==> config.mk <==
export PLATFORM = sky130hd
export DESIGN_NAME = img_xfer_ctrl
export DESIGN_NICKNAME = d
export VERILOG_FILES = /design/src/rtl/img_xfer_pkg.sv /design/src/rtl/img_xfer_ctrl.sv
export SDC_FILE = /design/constraint.sdc
export NUM_CORES = 1
export LEC_CHECK = 0
export CELL_PAD_IN_SITES_DETAIL_PLACEMENT = 2
export CELL_PAD_IN_SITES_GLOBAL_PLACEMENT = 2
export CORE_MARGIN = 10
export CORE_UTILIZATION = 32
export CTS_CLUSTER_DIAMETER = 60
export DETAILED_ROUTE_END_ITERATION = 6
export PLACE_DENSITY_LB_ADDON = 0.25
export SLEW_MARGIN = 20
export SYNTH_ARGS = -nofsm -noshare
export SYNTH_HDL_FRONTEND = slang
export SYNTH_SLANG_ARGS = --single-unit
==> constraint.sdc <==
create_clock -name clk -period 4.55 [get_ports clk]
set_input_delay 0.91 -clock clk [delete_from_list [all_inputs] [get_ports clk]]
set_output_delay 0.91 -clock clk [all_outputs]
set_load 0.1 [all_outputs]
==> src/rtl/img_xfer_pkg.sv <==
// Shared types and constants for the picture-transfer controller.
//   - state_t : controller FSM states (SEND_CHK only with IMG_XFER_CHECKSUM_EN)
//   - CMD_*   : single-byte command codes decoded in IDLE
//   - lane_t  : byte-lane index within a 32-bit memory word
//   - get_lane/set_lane : little-endian byte-lane access helpers
package img_xfer_pkg;

  localparam int unsigned BYTE_W = 8;
  localparam int unsigned WORD_W = 32;
  localparam int unsigned LANE_W = 2;

  localparam logic [BYTE_W-1:0] CMD_LOAD = 8'h4C;
  localparam logic [BYTE_W-1:0] CMD_SEND = 8'h53;

  typedef logic [LANE_W-1:0] lane_t;

  typedef enum logic [2:0] {
    IDLE,
    LOAD,
    SEND_RD,
    SEND_CAP,
    SEND_BYTE
`ifdef IMG_XFER_CHECKSUM_EN
    , SEND_CHK
`endif
  } state_t;

  // Byte k of a word lives in bits [8k+7:8k].
  function automatic logic [BYTE_W-1:0] get_lane(input logic [WORD_W-1:0] w, input lane_t l);
    logic [BYTE_W-1:0] b;
    case (l)
      2'd0:    b = w[7:0];
      2'd1:    b = w[15:8];
      2'd2:    b = w[23:16];
      default: b = w[31:24];
    endcase
    return b;
  endfunction

  function automatic logic [WORD_W-1:0] set_lane(input logic [WORD_W-1:0] w, input lane_t l,
                                                 input logic [BYTE_W-1:0] b);
    logic [WORD_W-1:0] r;
    r = w;
    case (l)
      2'd0:    r[7:0]   = b;
      2'd1:    r[15:8]  = b;
      2'd2:    r[23:16] = b;
      default: r[31:24] = b;
    endcase
    return r;
  endfunction

endpackage

==> src/rtl/img_xfer_ctrl.sv <==
// Picture-transfer controller on the byte-stream side of the UART.
// Decodes 'L' / 'S' commands from the receive strobe, packs received bytes
// into 32-bit words written to memory, and streams memory back out through
// the transmit strobe/ack handshake, LSB byte first.
// Optional macro IMG_XFER_CHECKSUM_EN adds an XOR checksum byte in both
// directions, the SEND_CHK state and the sticky chk_err output.
// Ports:
//   clk, rst               clock, asynchronous active-high reset
//   rx_byte, rx_stb        received byte and its one-cycle strobe
//   tx_byte, tx_stb, tx_ack transmit byte, level request, one-cycle ack
//   mem_en, mem_we, mem_addr, mem_wdata, mem_rdata  word memory port
//   busy                   high whenever not IDLE
//   load_done, send_done   end-of-transfer pulses
//   chk_err                sticky checksum mismatch (macro only)
module img_xfer_ctrl
  import img_xfer_pkg::*;
#(
  parameter int unsigned P_NUM_WORDS = 25344,
  parameter int unsigned P_ADDR_W    = 16
) (
  input  logic                clk,
  input  logic                rst,
  input  logic [BYTE_W-1:0]   rx_byte,
  input  logic                rx_stb,
  output logic [BYTE_W-1:0]   tx_byte,
  output logic                tx_stb,
  input  logic                tx_ack,
  output logic                mem_en,
  output logic                mem_we,
  output logic [P_ADDR_W-1:0] mem_addr,
  output logic [WORD_W-1:0]   mem_wdata,
  input  logic [WORD_W-1:0]   mem_rdata,
  output logic                busy,
  output logic                load_done,
`ifdef IMG_XFER_CHECKSUM_EN
  output logic                chk_err,
`endif
  output logic                send_done
);

  localparam logic [P_ADDR_W-1:0] LAST_ADDR = P_ADDR_W'(P_NUM_WORDS - 1);
  localparam logic [P_ADDR_W-1:0] ADDR_ONE  = P_ADDR_W'(1);

  state_t                state_q, state_d;
  lane_t                 lane_q, lane_d;
  logic [P_ADDR_W-1:0]   addr_q, addr_d;
  logic [WORD_W-1:0]     word_q, word_d;
  logic [BYTE_W-1:0]     tx_byte_d;
  logic                  tx_stb_d;
  logic                  mem_en_d, mem_we_d;
  logic [P_ADDR_W-1:0]   mem_addr_d;
  logic [WORD_W-1:0]     mem_wdata_d;
  logic                  busy_d, load_done_d, send_done_d;
  logic                  last_word;
`ifdef IMG_XFER_CHECKSUM_EN
  logic [BYTE_W-1:0]     xor_q, xor_d;
  logic                  chk_err_d;
  logic                  ld_chk_q, ld_chk_d;
`endif

  assign last_word = (addr_q == LAST_ADDR);

  // State and registered-output update.
  always_ff @(posedge clk or posedge rst) begin
    if (rst) begin
      state_q   <= IDLE;
      lane_q    <= '0;
      addr_q    <= '0;
      word_q    <= '0;
      tx_byte   <= '0;
      tx_stb    <= 1'b0;
      mem_en    <= 1'b0;
      mem_we    <= 1'b0;
      mem_addr  <= '0;
      mem_wdata <= '0;
      busy      <= 1'b0;
      load_done <= 1'b0;
      send_done <= 1'b0;
`ifdef IMG_XFER_CHECKSUM_EN
      xor_q     <= '0;
      chk_err   <= 1'b0;
      ld_chk_q  <= 1'b0;
`endif
    end else begin
      state_q   <= state_d;
      lane_q    <= lane_d;
      addr_q    <= addr_d;
      word_q    <= word_d;
      tx_byte   <= tx_byte_d;
      tx_stb    <= tx_stb_d;
      mem_en    <= mem_en_d;
      mem_we    <= mem_we_d;
      mem_addr  <= mem_addr_d;
      mem_wdata <= mem_wdata_d;
      busy      <= busy_d;
      load_done <= load_done_d;
      send_done <= send_done_d;
`ifdef IMG_XFER_CHECKSUM_EN
      xor_q     <= xor_d;
      chk_err   <= chk_err_d;
      ld_chk_q  <= ld_chk_d;
`endif
    end
  end

  // Next-state and next-output logic.
  always_comb begin
    state_d     = state_q;
    lane_d      = lane_q;
    addr_d      = addr_q;
    word_d      = word_q;
    tx_byte_d   = tx_byte;
    tx_stb_d    = tx_stb;
    mem_en_d    = 1'b0;
    mem_we_d    = 1'b0;
    mem_addr_d  = mem_addr;
    mem_wdata_d = mem_wdata;
    load_done_d = 1'b0;
    send_done_d = 1'b0;
`ifdef IMG_XFER_CHECKSUM_EN
    xor_d       = xor_q;
    chk_err_d   = chk_err;
    ld_chk_d    = ld_chk_q;
`endif

    case (state_q)
      IDLE: begin
        if (rx_stb) begin
          if (rx_byte == CMD_LOAD) begin
            state_d = LOAD;
            lane_d  = '0;
            addr_d  = '0;
`ifdef IMG_XFER_CHECKSUM_EN
            xor_d     = '0;
            chk_err_d = 1'b0;
            ld_chk_d  = 1'b0;
`endif
          end else if (rx_byte == CMD_SEND) begin
            // Read of word 0 is issued straight from the command cycle.
            state_d    = SEND_RD;
            lane_d     = '0;
            addr_d     = '0;
            mem_en_d   = 1'b1;
            mem_addr_d = '0;
`ifdef IMG_XFER_CHECKSUM_EN
            xor_d      = '0;
`endif
          end
        end
      end

      LOAD: begin
        if (rx_stb) begin
`ifdef IMG_XFER_CHECKSUM_EN
          if (ld_chk_q) begin
            // Trailing checksum byte after the last word.
            chk_err_d   = chk_err | (rx_byte != xor_q);
            load_done_d = 1'b1;
            ld_chk_d    = 1'b0;
            state_d     = IDLE;
          end else begin
            xor_d = xor_q ^ rx_byte;
`else
          begin
`endif
            word_d = set_lane(word_q, lane_q, rx_byte);
            lane_d = lane_t'(lane_q + 2'd1);
            if (lane_q == 2'd3) begin
              mem_en_d    = 1'b1;
              mem_we_d    = 1'b1;
              mem_addr_d  = addr_q;
              mem_wdata_d = set_lane(word_q, lane_q, rx_byte);
              if (last_word) begin
`ifdef IMG_XFER_CHECKSUM_EN
                ld_chk_d    = 1'b1;
`else
                load_done_d = 1'b1;
                state_d     = IDLE;
`endif
              end else begin
                addr_d = addr_q + ADDR_ONE;
              end
            end
          end
        end
      end

      SEND_RD: state_d = SEND_CAP;

      SEND_CAP: begin
        word_d    = mem_rdata;
        tx_byte_d = get_lane(mem_rdata, 2'd0);
        tx_stb_d  = 1'b1;
        lane_d    = '0;
        state_d   = SEND_BYTE;
      end

      SEND_BYTE: begin
        if (tx_stb) begin
          if (tx_ack) begin
            tx_stb_d = 1'b0;
            lane_d   = lane_t'(lane_q + 2'd1);
`ifdef IMG_XFER_CHECKSUM_EN
            xor_d    = xor_q ^ tx_byte;
`endif
            if (lane_q == 2'd3 && last_word) begin
`ifdef IMG_XFER_CHECKSUM_EN
              state_d     = SEND_CHK;
`else
              send_done_d = 1'b1;
              state_d     = IDLE;
`endif
            end
          end
        end else if (lane_q == 2'd0) begin
          // Idle lane 0 here only follows the ack of byte 3: fetch next word.
          addr_d     = addr_q + ADDR_ONE;
          mem_addr_d = addr_q + ADDR_ONE;
          mem_en_d   = 1'b1;
          state_d    = SEND_RD;
        end else begin
          tx_byte_d = get_lane(word_q, lane_q);
          tx_stb_d  = 1'b1;
        end
      end

`ifdef IMG_XFER_CHECKSUM_EN
      SEND_CHK: begin
        if (tx_stb) begin
          if (tx_ack) begin
            tx_stb_d    = 1'b0;
            send_done_d = 1'b1;
            state_d     = IDLE;
          end
        end else begin
          tx_byte_d = xor_q;
          tx_stb_d  = 1'b1;
        end
      end
`endif

      default: state_d = IDLE;
    endcase

    busy_d = (state_d != IDLE);
  end

endmodule
==> results of run 1 <==
[worst max path at each step]
| stage | startpoint | slack, ns | endpoint | cells after the start |
|---|---|---|---|---|
| after floorplan | rst | 0.60 | addr_q[0]$_DFFE_PP0P_ | 1 |
| after global placement | rx_byte[0] | 1.09 | mem_addr[0]$_DFFE_PP0P_ | 7 |
| after detailed placement | rx_byte[2] | 0.85 | mem_addr[4]$_DFFE_PP0P_ | 7 |
| after CTS | rx_byte[2] | 1.32 | mem_addr[4]$_DFFE_PP0P_ | 7 |
| after global routing | rx_byte[2] | 1.09 | mem_addr[3]$_DFFE_PP0P_ | 7 |
| final | rx_byte[2] | 1.31 | mem_addr[4]$_DFFE_PP0P_ | 7 |
[layout make-up]
cell class	instances	share of cell area (%)
Clock buffer	23	6.36
Clock inverter	9	1.96
Inverter	7	0.375
Multi-Input combinational cell	447	34.8
Sequential cell	115	37.5
Tap cell	229	3.73
Timing Repair Buffer	119	15.2
[per-stage QoR]
| step | utilization, % | std cells | worst slack [ns] | power (W) | hold slack [ns] |
|---|---|---|---|---|---|
| floorplan | - | 625 | 0.596 | 0.00441 | 0.495 |
| global placement | 39.3 | 917 | 1.09 | 0.00535 | 0.462 |
| detailed placement | 39.3 | 917 | 0.853 | 0.00548 | 0.472 |
| CTS | 42.9 | 949 | 1.32 | 0.00698 | 0.486 |
| global route | 42.9 | 949 | 1.09 | 0.00729 | 0.521 |
| finish | 42.9 | 949 | 1.31 | 0.00693 | 0.480 |
[cells by family (layout without fill, tap and decap cells)]
logic type,count (synthesis),after routing
adders and majority gates,5,5
DFF,115,115
and+or+nand+nor,203,203
xor gates and xnor gates,1,1
muxes,53,53
AOI/OAI and AO/OA,185,185
buffers and inverters,63,158
[worst register-to-register path, cell delays in order (launching register included)]
cell and delay (ns):
dfrtp_1 0.41, inv_1 0.13, ha_1 0.63, nand2b_1 0.23
a221o_1 0.44, a21oi_2 0.58, buf_4 0.34, nor2_1 0.06
a21oi_1 0.13
[cell usage after synthesis, types with 2 or more instances]
master	count	area share [%]
nor3b_1	3	0.39
clkbuf_2	2	0.17
buf_2	7	0.61
a21oi_1	53	4.6
o21ai_0	53	4.6
a22oi_1	13	1.7
and3_1	3	0.32
clkbuf_1	43	2.8
o21a_1	5	0.65
o31a_1	4	0.61
inv_1	6	0.39
a21o_1	2	0.26
nor3b_2	2	0.43
nand3_1	12	1.0
and2_1	8	0.87
nand2b_1	3	0.32
nor4bb_1	2	0.35
ha_1	5	1.1
dfrtp_1	115	50
nor2b_1	2	0.22
mux2i_1	52	9.0
buf_1	4	0.26
nand2_1	93	6.0
a211oi_1	9	1.2
a31oi_1	29	3.1
o311ai_0	3	0.45
nand4_1	5	0.54
nor2_1	55	3.6
nor3_1	5	0.43
a41oi_1	6	0.91
[registers in the layout (all words and copies together), names as in the netlist, 2 cells and up]
name / count
addr_q: 16
lane_q: 2
mem_addr: 16
mem_wdata: 32
state_q: 3
tx_byte: 8
word_q: 32
[report_power, final]
group	total (W)	internal, W	switching [W]
combinational	0.00369	0.000950	0.00274
sequential	0.00178	0.00144	0.000344
clock	0.00145	0.000972	0.000483
total	0.00693	0.00336	0.00357
[metal layers]
metal | up-vias | routed length [um] | part of all wire [%]
li1 | 2394 | - | -
met2 | 106 | 10600 | 48
met3 | 23 | 999 | 4.6
met5 | - | 0 | 0
met4 | 0 | 263 | 1.2
met1 | 2710 | 9990 | 46
[cell usage in the layout (no fill, tap or decap), types with 6 or more instances in the layout]
master / count
a21oi_1: 52
mux2i_1: 52
a22oi_1: 13
a41oi_1: 6
nand3_1: 11
a211oi_1: 9
clkdlybuf4s50_1: 105
and2_1: 8
o21ai_0: 53
nor2_1: 55
buf_4: 13
nand2_1: 93
a31oi_1: 29
dfrtp_1: 115
clkbuf_16: 17
==> flow_metrics.tcl, run 1 <==
set metrics [dict create \
    numClockSinks 115 \
    grt.met1_usage_pct 23.8 \
    grt_use_met3_pct 4.19 \
    setup.reg_to_reg.worst_slack_ns 1.51 \
    synth_warnings 0 \
    yosys_register_bits 115 \
    io_buffer_count 105 \
    post-cts-setup-buffer-count 0 \
    synth_top_family_by_area "compound AO/OA/AOI/OAI gates" \
    synth_fp_nets 674 \
    critical_path_arrival_ns 3.57 \
    fp.dieH_um 154 \
    ir_drop_worst_vdd_mv 0.472 \
    io_pins 106 \
    grt_usage_pct 18.5 \
    max_freq_ghz 0.309 \
    power.leakage_nw 3.39 \
    finalSetupViolations 0 \
    design.final.nets 756 \
    outcome "finished clean" \
    gp_congestion 0.834 \
    insertedDiodeCount 0 \
    synth-compound-area-share_pct 19.3 \
    pin_count_of_the_biggest_net_entering_global_routing 67 \
    avgSynthCellArea_um2 9.26 \
    max-clock-path-buffers 2 \
    seq_area_frac_synth_pct 49.7 \
    fillers 1912 \
    clock_tree.htree_level_count 4 \
    post_drt_via_cell_ratio 5.51 \
    antenna_violations_before_repair 0 \
    floorplan.die_area_um2 23900 \
    clkSlewWorstSetupHoldPaths_ns 0.05 \
    totalNegativeSetupSlack_ns 0 \
    grt.met2_usage_pct 30.3 \
    p_per_area_nw_per_um2 903 \
    dominantRegCellSynth "dfrtp_1" \
    clock-root-buffer "clkbuf_16" \
    cp_max_fo 16 \
    tritoncts "yes" \
    ys_types 51 \
    wire_length_of_the_first_global_routing_pass_um 35300 \
    ff_latch_area_um2 2880 \
    synth_fa_ha_area_share_pct 1.08 \
    count_of_mapped_cells_out_of_synthesis 625 \
    place_hpwl_um 15000 \
    drt.antenna.violating_nets 0 \
    overflow 0 \
    clkLatencyLatePin_ns 0.42 \
    dpl_cell_area_um2 7040 \
    combined_area_of_the_multi_input_logic_cells_um2 2670 \
    tightest_pin_transition_ns 1.04 \
    drt_first_iter_violations 301 \
    timing.final.max_slew_violations 0 \
    worst_ep_required_time_ns 4.88 \
    dr.pass1.iters 4 \
    routed_via_count 5233 \
    via_count_of_the_first_global_routing_pass 5969 \
    synth-simple-area-share_pct 16.2 \
    layout-drive-gt1-share_pct 7.78 \
    hold_class "reg -> reg" \
    cell_count_of_the_worst_hold_path 2 \
    timing.final.crit_period_ns 3.24 \
    hold_viol_final 0 \
    detail_route.drc_violations 0 \
    post_cts_sizing_count 0 \
    critical_path.top_delay_family "buffers and inverters" \
    grt-busiest-layer "met2" \
    synth_xor_area_share_pct 0.151 \
    min_from "mem_wdata[8]$_DFFE_PP0P_" \
    die_w_um 154 \
    postLayoutCellArea_um2 7670 \
    worst_path_max_delay_cell "clkdlybuf4s50_1" \
    wire_per_inst_um 23.0 \
    post_synth_edffs 0 \
    cp_slowest_stage_delay_ns 0.66 \
    endpoint_kind "flip-flop" \
    path_cells "clkdlybuf4s50_1, nor4bb_1, nand3_1, a21oi_2, buf_4, nor2_1, a21oi_1" \
    crit_path_start_kind "primary input" \
    class_of_the_most_critical_setup_path "in -> reg" \
    row_count 49 \
    synth.mux.area_fraction_pct 9.19 \
    rsz_0062_raised_after_global_routing "false" \
    synthArstFlopShare_pct 100 \
    cap_viol_max_count 0 \
    syn-cell-area_um2 5790 \
    min_period_over_period_pct 71.2 \
    fin_worst_skew_ns 0.0144 \
    design.core.area_um2 17900 \
    worstPathBufferInverterCount 2 \
    initial_standard_cell_utilization_of_the_core_pct 32.3 \
    drt_wl_total_um 21800 \
    worst_r2r_path_depth 8 \
    cts-hold-fix-buffers 0 \
    r2r_end "mem_addr[4]$_DFFE_PP0P_" \
    cts_buffers 17 \
    r2r_start "lane_q[0]$_DFFE_PP0P_" \
    holdPathEnd "mem_wdata[8]$_DFFE_PP0P_" \
    maxSlewHeadroom_pct 30.1 \
    area_growth_pct 32.6 \
]
Note: power is estimated with default switching activity, not from simulation.
==> run 2: changes to the inputs <==
==> constraint.sdc (replaced) <==
create_clock -name clk -period 3.05 [get_ports clk]
set_input_delay 0.61 -clock clk [delete_from_list [all_inputs] [get_ports clk]]
set_output_delay 0.61 -clock clk [all_outputs]
set_load 0.1 [all_outputs]
==> flow_metrics.tcl, run 2 (same netlist as run 1, synthesis figures left out) <==
set metrics [dict create \
    intPower_w 0.00477 \
    io_buffer_count 105 \
    area_growth_pct 31.0 \
    final_common_cell "dfrtp_1" \
    tightest_pin_transition_ns 0.884 \
    endpoint_kind "flip-flop" \
    worst_ep_required_time_ns 3.33 \
    post-cts-setup-buffer-count 0 \
    path_cells "ha_1, nand3_1, nor4_4, nand2_1, o211a_1, or4_1" \
    row_count 49 \
    die_w_um 154 \
    detail_route.drc_violations 0 \
    timing.final.max_slew_violations 0 \
    clock-root-buffer "clkbuf_16" \
    numClockSinks 115 \
    routed_via_count 5224 \
    report.power.total_w 0.0101 \
    clkSlewWorstSetupHoldPaths_ns 0.05 \
    cts-hold-fix-buffers 0 \
    comb_power_share_pct 53.7 \
    grt.met2_usage_pct 29.7 \
    totalNegativeSetupSlack_ns 0 \
    grt-busiest-layer "met2" \
    wire_length_of_the_first_global_routing_pass_um 35100 \
    min_period_over_period_pct 85.5 \
    grt_usage_pct 18.5 \
    post_cts_sizing_count 0 \
    critical_path_arrival_ns 2.89 \
    layout.cells.most_common_list "dfrtp_1 (115), nand2_1 (93), buf_4 (86)" \
    fin_worst_skew_ns 0.00725 \
    pin_count_of_the_biggest_net_entering_global_routing 47 \
    insertedDiodeCount 0 \
    cts_buffers 17 \
    cap_viol_max_count 0 \
    fp.dieH_um 154 \
    grt.met1_usage_pct 24.0 \
    ir_drop_worst_vdd_mv 0.799 \
    io_pins 106 \
    ff_latch_area_um2 2880 \
    drt_first_iter_violations 254 \
    timing.final.crit_period_ns 2.61 \
    reg_top3 "mem_wdata (32), word_q (32)" \
    tritoncts "yes" \
    gp_congestion 0.814 \
    worst_setup_slack_post_dpl_ns 0.0273 \
    switching_fraction_pct 52.6 \
    clock_tree.htree_level_count 4 \
    floorplan.die_area_um2 23900 \
    design.core.area_um2 17900 \
    grt_use_met3_pct 4.66 \
    seq_power_share_pct 26.5 \
    via_count_of_the_first_global_routing_pass 5924 \
    setup.reg_to_reg.worst_slack_ns 0.44 \
    clkLatencyLatePin_ns 0.42 \
    hold_class "in -> async" \
    switchingPower_w 0.00530 \
    maxSlewHeadroom_pct 41.1 \
    final_core_utilization_pct 42.3 \
    whs_ns 0.474 \
    drt_wl_total_um 21800 \
    finalSetupViolations 0 \
    max-clock-path-buffers 2 \
    initial_standard_cell_utilization_of_the_core_pct 32.3 \
    overflow 0 \
    antenna_violations_before_repair 0 \
    setup_ws_ns 0.443 \
    rsz_0062_raised_after_global_routing "false" \
    power.leakage_nw 3.52 \
    worstPathBufferInverterCount 0 \
    wire_per_inst_um 22.6 \
    clock_power_share_pct 19.8 \
    cp_slowest_stage_delay_ns 0.53 \
    class_of_the_most_critical_setup_path "reg -> reg" \
    cp_max_fo 7 \
    place_hpwl_um 15300 \
    max_freq_ghz 0.384 \
    combined_area_of_the_multi_input_logic_cells_um2 2670 \
    drt.antenna.violating_nets 0 \
    fillers 1946 \
    p_per_area_nw_per_um2 1330 \
    worst_path_max_delay_cell "nor4_4" \
    design.final.nets 769 \
    post_drt_via_cell_ratio 5.43 \
    layout-drive-gt1-share_pct 17.6 \
    outcome "finished clean" \
    dr.pass1.iters 4 \
    hold_viol_final 0 \
    critical_path.top_delay_family "simple AND/OR/NAND/NOR gates" \
    crit_path_start_kind "flip-flop" \
]
==> run 2: metal layers <==
layer | part of all wire, % | vias to the layer above
li1 | - | 2425
met1 | 47 | 2684
met2 | 48 | 100
met3 | 4.0 | 15
met4 | 1.2 | 0
met5 | 0 | -
==> run 2: final cells by class <==
cell class / count / area share [%]
clock buffers: 21 / 5.81
repair buffers: 132 / 15.0
flip-flops and latches: 115 / 38.0
multi-input cells: 447 / 35.3
well taps: 229 / 3.78
inverters: 7 / 0.396
clock inverters: 11 / 1.80
==> run 2: power by group through the flow <==
stage	clock, W	combinational, W	sequential [W]
after global routing	0.00210	0.00574	0.00276
after floorplan	0	0.00168	0.00489
after CTS	0.00203	0.00547	0.00267
final	0.00200	0.00540	0.00267
after detailed placement	0	0.00541	0.00267
after global placement	0	0.00528	0.00262
==> run 2: final timing paths <==
| check | from | end | cells after the start |
|---|---|---|---|
| hold reg to reg | mem_wdata[6]$_DFFE_PP0P_ | mem_wdata[6]$_DFFE_PP0P_ | 2 |
| min in group clk | mem_wdata[6]$_DFFE_PP0P_ | mem_wdata[6]$_DFFE_PP0P_ | 2 |
| setup reg to reg | addr_q[0]$_DFFE_PP0P_ | busy$_DFF_PP0_ | 6 |
| hold / removal | rst | mem_wdata[11]$_DFFE_PP0P_ | 2 |
| setup / recovery | addr_q[0]$_DFFE_PP0P_ | busy$_DFF_PP0_ | 6 |
| max in group asynchronous | rst | mem_addr[4]$_DFFE_PP0P_ | 3 |
==> run 2: metrics by stage <==
step | cell area, um^2 | instances
CTS | 7580 | 962
floorplan | 5790 | 625
finish | 7580 | 962
global route | 7580 | 962
detailed placement | 7000 | 930
global placement | 7000 | 930
==> RTL edit 1: new RTL, config.mk and constraints of run 1 <==
Encoding of `state_t`: now one-hot (5 bits for 5 states).
--- a/src/rtl/img_xfer_pkg.sv
+++ b/src/rtl/img_xfer_pkg.sv
@@ -14,12 +14,12 @@
 
   typedef logic [LANE_W-1:0] lane_t;
 
-  typedef enum logic [2:0] {
-    IDLE,
-    LOAD,
-    SEND_RD,
-    SEND_CAP,
-    SEND_BYTE
+  typedef enum logic [4:0] {
+    IDLE      = 5'b00001,
+    LOAD      = 5'b00010,
+    SEND_RD   = 5'b00100,
+    SEND_CAP  = 5'b01000,
+    SEND_BYTE = 5'b10000
 `ifdef IMG_XFER_CHECKSUM_EN
     , SEND_CHK
 `endif
Formal check against the unedited RTL: same outputs for any inputs over 4 cycles, from zero or initial values and one cycle with rst high; so few cycles prove little.
==> RTL edit 1 against run 1 <==
  * Area after synthesis increased by 6.7%
  * Sequential cell count grew 2
  * Routed wire length decreased by 2.2%
  * Count of clock-buffer cells in the layout fell by 3
  * First-iteration DRC count decreased by 4.0%
  * Design area rose by 4.5%
  * Setup slack improved by 0.031 ns
  * Critical path type unchanged
  * Largest cell class is now multi-input gates
Power is not compared: it rests on default switching activity, and its combinational part moved more than twofold at a synthesized area within 25%.
==> RTL edit 1: results (changes against run 1) <==
Fillers - 1,998 (+4.5%)
Number of global-route vias before repair - 6,005 (+0.60%)
Area share of xor/xnor cells in the synthesized design - 0.4255% (+0.27 points)
CTS root buf - sky130_fd_sc_hd__clkbuf_16
Share of the synthesized area in compound gates (AO/OA/AOI/OAI) - 17.02% (-2.3 points)
Initial DRT Pass Iterations - 4 (unchanged)
Async SR Flop Fraction - 100.0% (unchanged)
Clock transition at the registers of the reported paths - 0.06 ns
Largest fanout of any net on the critical path - 33 (+17)
Share of post-route cells with drive strength above 1 - 10.44% (+2.7 points)
Area contributors post-synth - sky130_fd_sc_hd__dfrtp_1 (47%), sky130_fd_sc_hd__mux2i_1 (9.7%), sky130_fd_sc_hd__nand2_1 (4.7%), sky130_fd_sc_hd__o21ai_0 (4.3%), sky130_fd_sc_hd__a21oi_1 (3.8%)
Pin count of the biggest net entering global routing - 118 (+76%)
Sequential element share of the synthesized area - 47.44% (-2.3 points)
Arithmetic-cell share of the synthesized area counting full adders, half adders and majority gates - 1.013% (-0.068 points)
DP Wirelength - 14,740 µm (-1.8%)
Count of different cell masters after synthesis - 62 (+22%)
Tmin final - 3.207 ns (-0.03112 ns)
Global-route wire length before repair - 34,870 µm (-1.2%)
Per-cell routed wire length - 21.61 µm (-6.1%)
Total cell area at the placement stage - 7383 µm² (+4.9%)
Startpoint of the tightest hold check path - mem_addr[4]
Registers with the highest flip-flop counts - mem_wdata: 32 flops, word_q: 32 flops
Ant diodes - 0 (unchanged)
Arrival time of the worst setup path - 3.53 ns (-0.04 ns)
GRT Util Overall - 16.99% (-1.5 points)
Outcome - finished clean
TritonCTS buffer count - 17 (unchanged)
Most used standard cells in the synthesized netlist - sky130_fd_sc_hd__dfrtp_1 (116), sky130_fd_sc_hd__nand2_1 (77), sky130_fd_sc_hd__mux2i_1 (60)
Detailed-route via count - 5,320 (+1.7%)
Primary FF master, synth - sky130_fd_sc_hd__dfrtp_1
RePlAce Congestion - 0.8223 (-1.4%)
Synth warnings - 0 (unchanged)
Least-Margin Pin Slew - 1.053 ns (+0.008104 ns)
Worst IR Drop VDD - 0.3378 mV
Largest clock skew in the final design - 0.007937 ns (-0.006434 ns)
Timing startpoint of the critical path - rx_byte[4]
Port Buffer Count - 105 (unchanged)
Net count after synthesis - 687 (+1.9%)
Reg2reg start - state_q[4]
Setup repair bufs after CTS - 0 (unchanged)
Number of violations reported at the end of detailed-routing iteration 0 - 289 (-4.0%)
Net count of the finished layout - 764 (+1.1%)
Deepest clock path buffer count - 2 (unchanged)
Proportion of synthesized area in mux cells - 12.83% (+3.6 points)
==> RTL edit 1: changes by cell type after synthesis, moves of 8 or more <==
| cell | change |
|---|---|
| sky130_fd_sc_hd__clkbuf_1 | -18 |
| sky130_fd_sc_hd__mux2i_1 | +8 |
| sky130_fd_sc_hd__o21ai_1 | +13 |
| sky130_fd_sc_hd__mux2_2 | +8 |
| sky130_fd_sc_hd__mux2_1 | +8 |
| sky130_fd_sc_hd__a211oi_1 | -9 |
| sky130_fd_sc_hd__buf_2 | +11 |
| sky130_fd_sc_hd__nand2_1 | -16 |
==> RTL edit 1: layout make-up <==
type                            instances  area (µm²)  share of cell area, %
Multi-Input combinational cell        458        2965                  36.99
Sequential cell                       117        2929                  36.54
Timing Repair Buffer                  115        1139                  14.20
Clock buffer                           20       456.7                  5.697
Tap cell                              260       325.3                  4.058
Clock inverter                         12       176.4                  2.201
Inverter                                6       25.02                 0.3122
==> RTL edit 1: kinds of logic (layout without fill, tap and decap cells) <==
group,count (synthesis),count (layout)
AOI/OAI and AO/OA,171,171
adders and majority gates,5,5
buffers and inverters,63,153
and+or+nand+nor,202,202
xor gates and xnor gates,3,3
muxes,77,77
DFF,117,117
==> RTL edit 1: final timing paths <==
| kind | slack [ns] | depth (start not counted) | to |
|---|---|---|---|
| min reg2reg | 0.51 | 1 | mem_addr[4] |
| min in group asynchronous | 0.96 | 3 | mem_wdata[3] |
| max | 1.34 | 7 | mem_addr[4] |
| max in group asynchronous | 3.01 | 3 | addr_q[5] |
| max reg2reg | 1.39 | 6 | mem_wdata[22] |
| min | 0.51 | 1 | mem_addr[4] |
==> RTL edit 1: layer usage <==
| layer | track usage [%] | part of all wire, % | up-vias |
|---|---|---|---|
| met4 | 5.434 | 1.4 | 0 |
| met2 | 27.49 | 48 | 114 |
| met3 | 3.486 | 3.5 | 20 |
| li1 | - | - | 2428 |
| met1 | 22.20 | 47 | 2758 |
| met5 | 0 | 0 | - |
==> RTL edit 1: critical path, stage by stage <==
cell and delay, ns:
sky130_fd_sc_hd__clkdlybuf4s50_1 0.77, sky130_fd_sc_hd__nor4bb_1 0.51, sky130_fd_sc_hd__nand3_1 0.26, sky130_fd_sc_hd__a2111oi_4 0.40, sky130_fd_sc_hd__buf_4 0.37, sky130_fd_sc_hd__o311ai_1 0.16, sky130_fd_sc_hd__o21a_1 0.12
==> RTL edit 1: per-stage QoR <==
stage,setup slack (ns),total power [µW],cells
after floorplan,0.5409,2176,638
after global placement,1.043,2501,956
after detailed placement,0.9832,2530,956
after CTS,1.316,3993,988
after global routing,1.142,4115,988
final,1.343,3950,988
==> RTL edit 1: power breakdown <==
part / switching, µW / total (µW) / internal (µW)
sequential: 61.9 / 1200 / 1140
clock: 512 / 1460 / 945
combinational: 954 / 1290 / 341
total: 1530 / 3950 / 2420
==> RTL edit 2: new RTL, config.mk and constraints of run 1 <==
Without the edit above. Build with the macro `IMG_XFER_CHECKSUM_EN` defined.
--- a/src/rtl/img_xfer_pkg.sv
+++ b/src/rtl/img_xfer_pkg.sv
@@ -3,6 +3,8 @@
 //   - CMD_*   : single-byte command codes decoded in IDLE
 //   - lane_t  : byte-lane index within a 32-bit memory word
 //   - get_lane/set_lane : little-endian byte-lane access helpers
+`define IMG_XFER_CHECKSUM_EN
+
 package img_xfer_pkg;
 
   localparam int unsigned BYTE_W = 8;
Check against the original RTL (old outputs only; new: chk_err): no difference found for any inputs over 4 cycles, from zero or initial values and one cycle with rst high; that may be too few to reach the edited logic, so the function may still have changed.
==> RTL edit 2 against run 1 <==
  * Routed wire length up 23%
  * Area after synthesis up 20%
  * Die area up 17%
  * Sequential cell count up 10
  * Clock power down 8%
  * Sequential share of layout area down 1.6 points
  * Design area up 14%
  * Worst hold slack better by 0.012 ns
  * Final cell count up 17%
  * Sequential power up 9%
  * Setup slack better by 0.21 ns
  * Power down 1.9%
  * Critical endpoint is now mem_addr[1]
==> RTL edit 2: results (changes against run 1) <==
Largest clock skew in the final design - 0.009117 ns (-0.005254 ns)
Total internal power - 3241 µW (-3.6%)
Port Buffer Count - 106 (+0.95%)
Reg2reg start - state_q[0]
Number of global-route vias before repair - 7,084 (+19%)
RePlAce Congestion - 0.8105 (-2.8%)
Multi-input gate count - 545 (+22%)
Endpoint of the worst hold path - mem_wdata[29]
Portion of total power attributed to sequential cells - 28.6% (+2.9 points)
R2r setup slk - 1.53 ns (+0.02 ns)
Largest fanout of any net on the critical path - 18 (+2)
Routed WL - 26,770 µm (+23%)
Pin count of the biggest net entering global routing - 62 (-7.5%)
FF-to-FF End - word_q[2]
Worst IR Drop VDD - 0.2683 mV (-43%)
Metal1 wirelength - 12,040 µm (+21%)
Fillers - 2,270 (+19%)
Clock sinks - 125 (+8.7%)
Net count of the finished layout - 876 (+16%)
Area share of xor/xnor cells in the synthesized design - 1.013% (+0.86 points)
Fraction of area in multi-input gates - 39.19% (+4.3 points)
Count of different cell masters after synthesis - 65 (+27%)
Most used standard cells in the synthesized netlist - sky130_fd_sc_hd__dfrtp_1 (125), sky130_fd_sc_hd__nand2_1 (83), sky130_fd_sc_hd__o21ai_0 (82)
Relative area of clock buffers and inverters in the final design - 6.474% (-1.8 points)
End point of the critical path - mem_addr[1]
Startpoint of the tightest hold check path - mem_wdata[29]
Achievable frequency - 330.1 MHz (+6.9%)
Share of post-route cells with drive strength above 1 - 9.535% (+1.8 points)
Outcome - finished clean
Per-cell routed wire length - 24.03 µm (+4.4%)
Taps Inserted - 275 (+20%)
Proportion of synthesized area in mux cells - 6.385% (-2.8 points)
Sequential element share of the synthesized area - 45.22% (-4.5 points)
GRT Util Overall - 19.28% (+0.76 points)
Combinational power - 3510 µW (-5%)
Final instance area - 8716 µm² (+14%)
Area contributors post-synth - sky130_fd_sc_hd__dfrtp_1 (45%), sky130_fd_sc_hd__mux2i_1 (6.2%), sky130_fd_sc_hd__o21ai_0 (5.9%), sky130_fd_sc_hd__nand2_1 (4.5%), sky130_fd_sc_hd__a22oi_1 (3.8%)
Worst setup timing slack at the placement stage - 1.079 ns (+0.2256 ns)
Worst path max stage delay - 0.71 ns (+0.05 ns)
Detailed-routed wire length on met3 - 1001 µm (+0.20%)
Global-route wire length before repair - 43,050 µm (+22%)
Depth of the most critical reg-to-reg path - 5 (-3)
Total leakage power - 0.003599 µW (+6.2%)
Vias per std cell - 5.704 (+3.4%)
Timing startpoint of the critical path - rx_byte[6]
Non-clock buffers - 125 (+5.0%)
DP Wirelength - 18,920 µm (+26%)
Final-layout worst hold slack - 0.4920 ns (+0.01230 ns)
==> RTL edit 2: changes by cell type after synthesis, moves of 8 or more <==
cell and delta:
sky130_fd_sc_hd__o21ai_0 +29, sky130_fd_sc_hd__a22oi_1 +22, sky130_fd_sc_hd__mux2i_1 -9, sky130_fd_sc_hd__xnor2_1 +8
sky130_fd_sc_hd__and2_1 +11, sky130_fd_sc_hd__o31ai_1 +9, sky130_fd_sc_hd__buf_6 +8, sky130_fd_sc_hd__dfrtp_1 +10
sky130_fd_sc_hd__clkbuf_1 -20, sky130_fd_sc_hd__buf_2 +16, sky130_fd_sc_hd__o22ai_1 +9, sky130_fd_sc_hd__nand2_1 -10
sky130_fd_sc_hd__a2bb2oi_1 +8, sky130_fd_sc_hd__a21oi_1 -14
==> RTL edit 2: layer usage <==
layer	global-route usage (%)	vias to the layer above
li1	-	2862
met1	24.76	3334
met2	32.00	129
met3	3.507	29
met4	6.071	0
met5	0	-
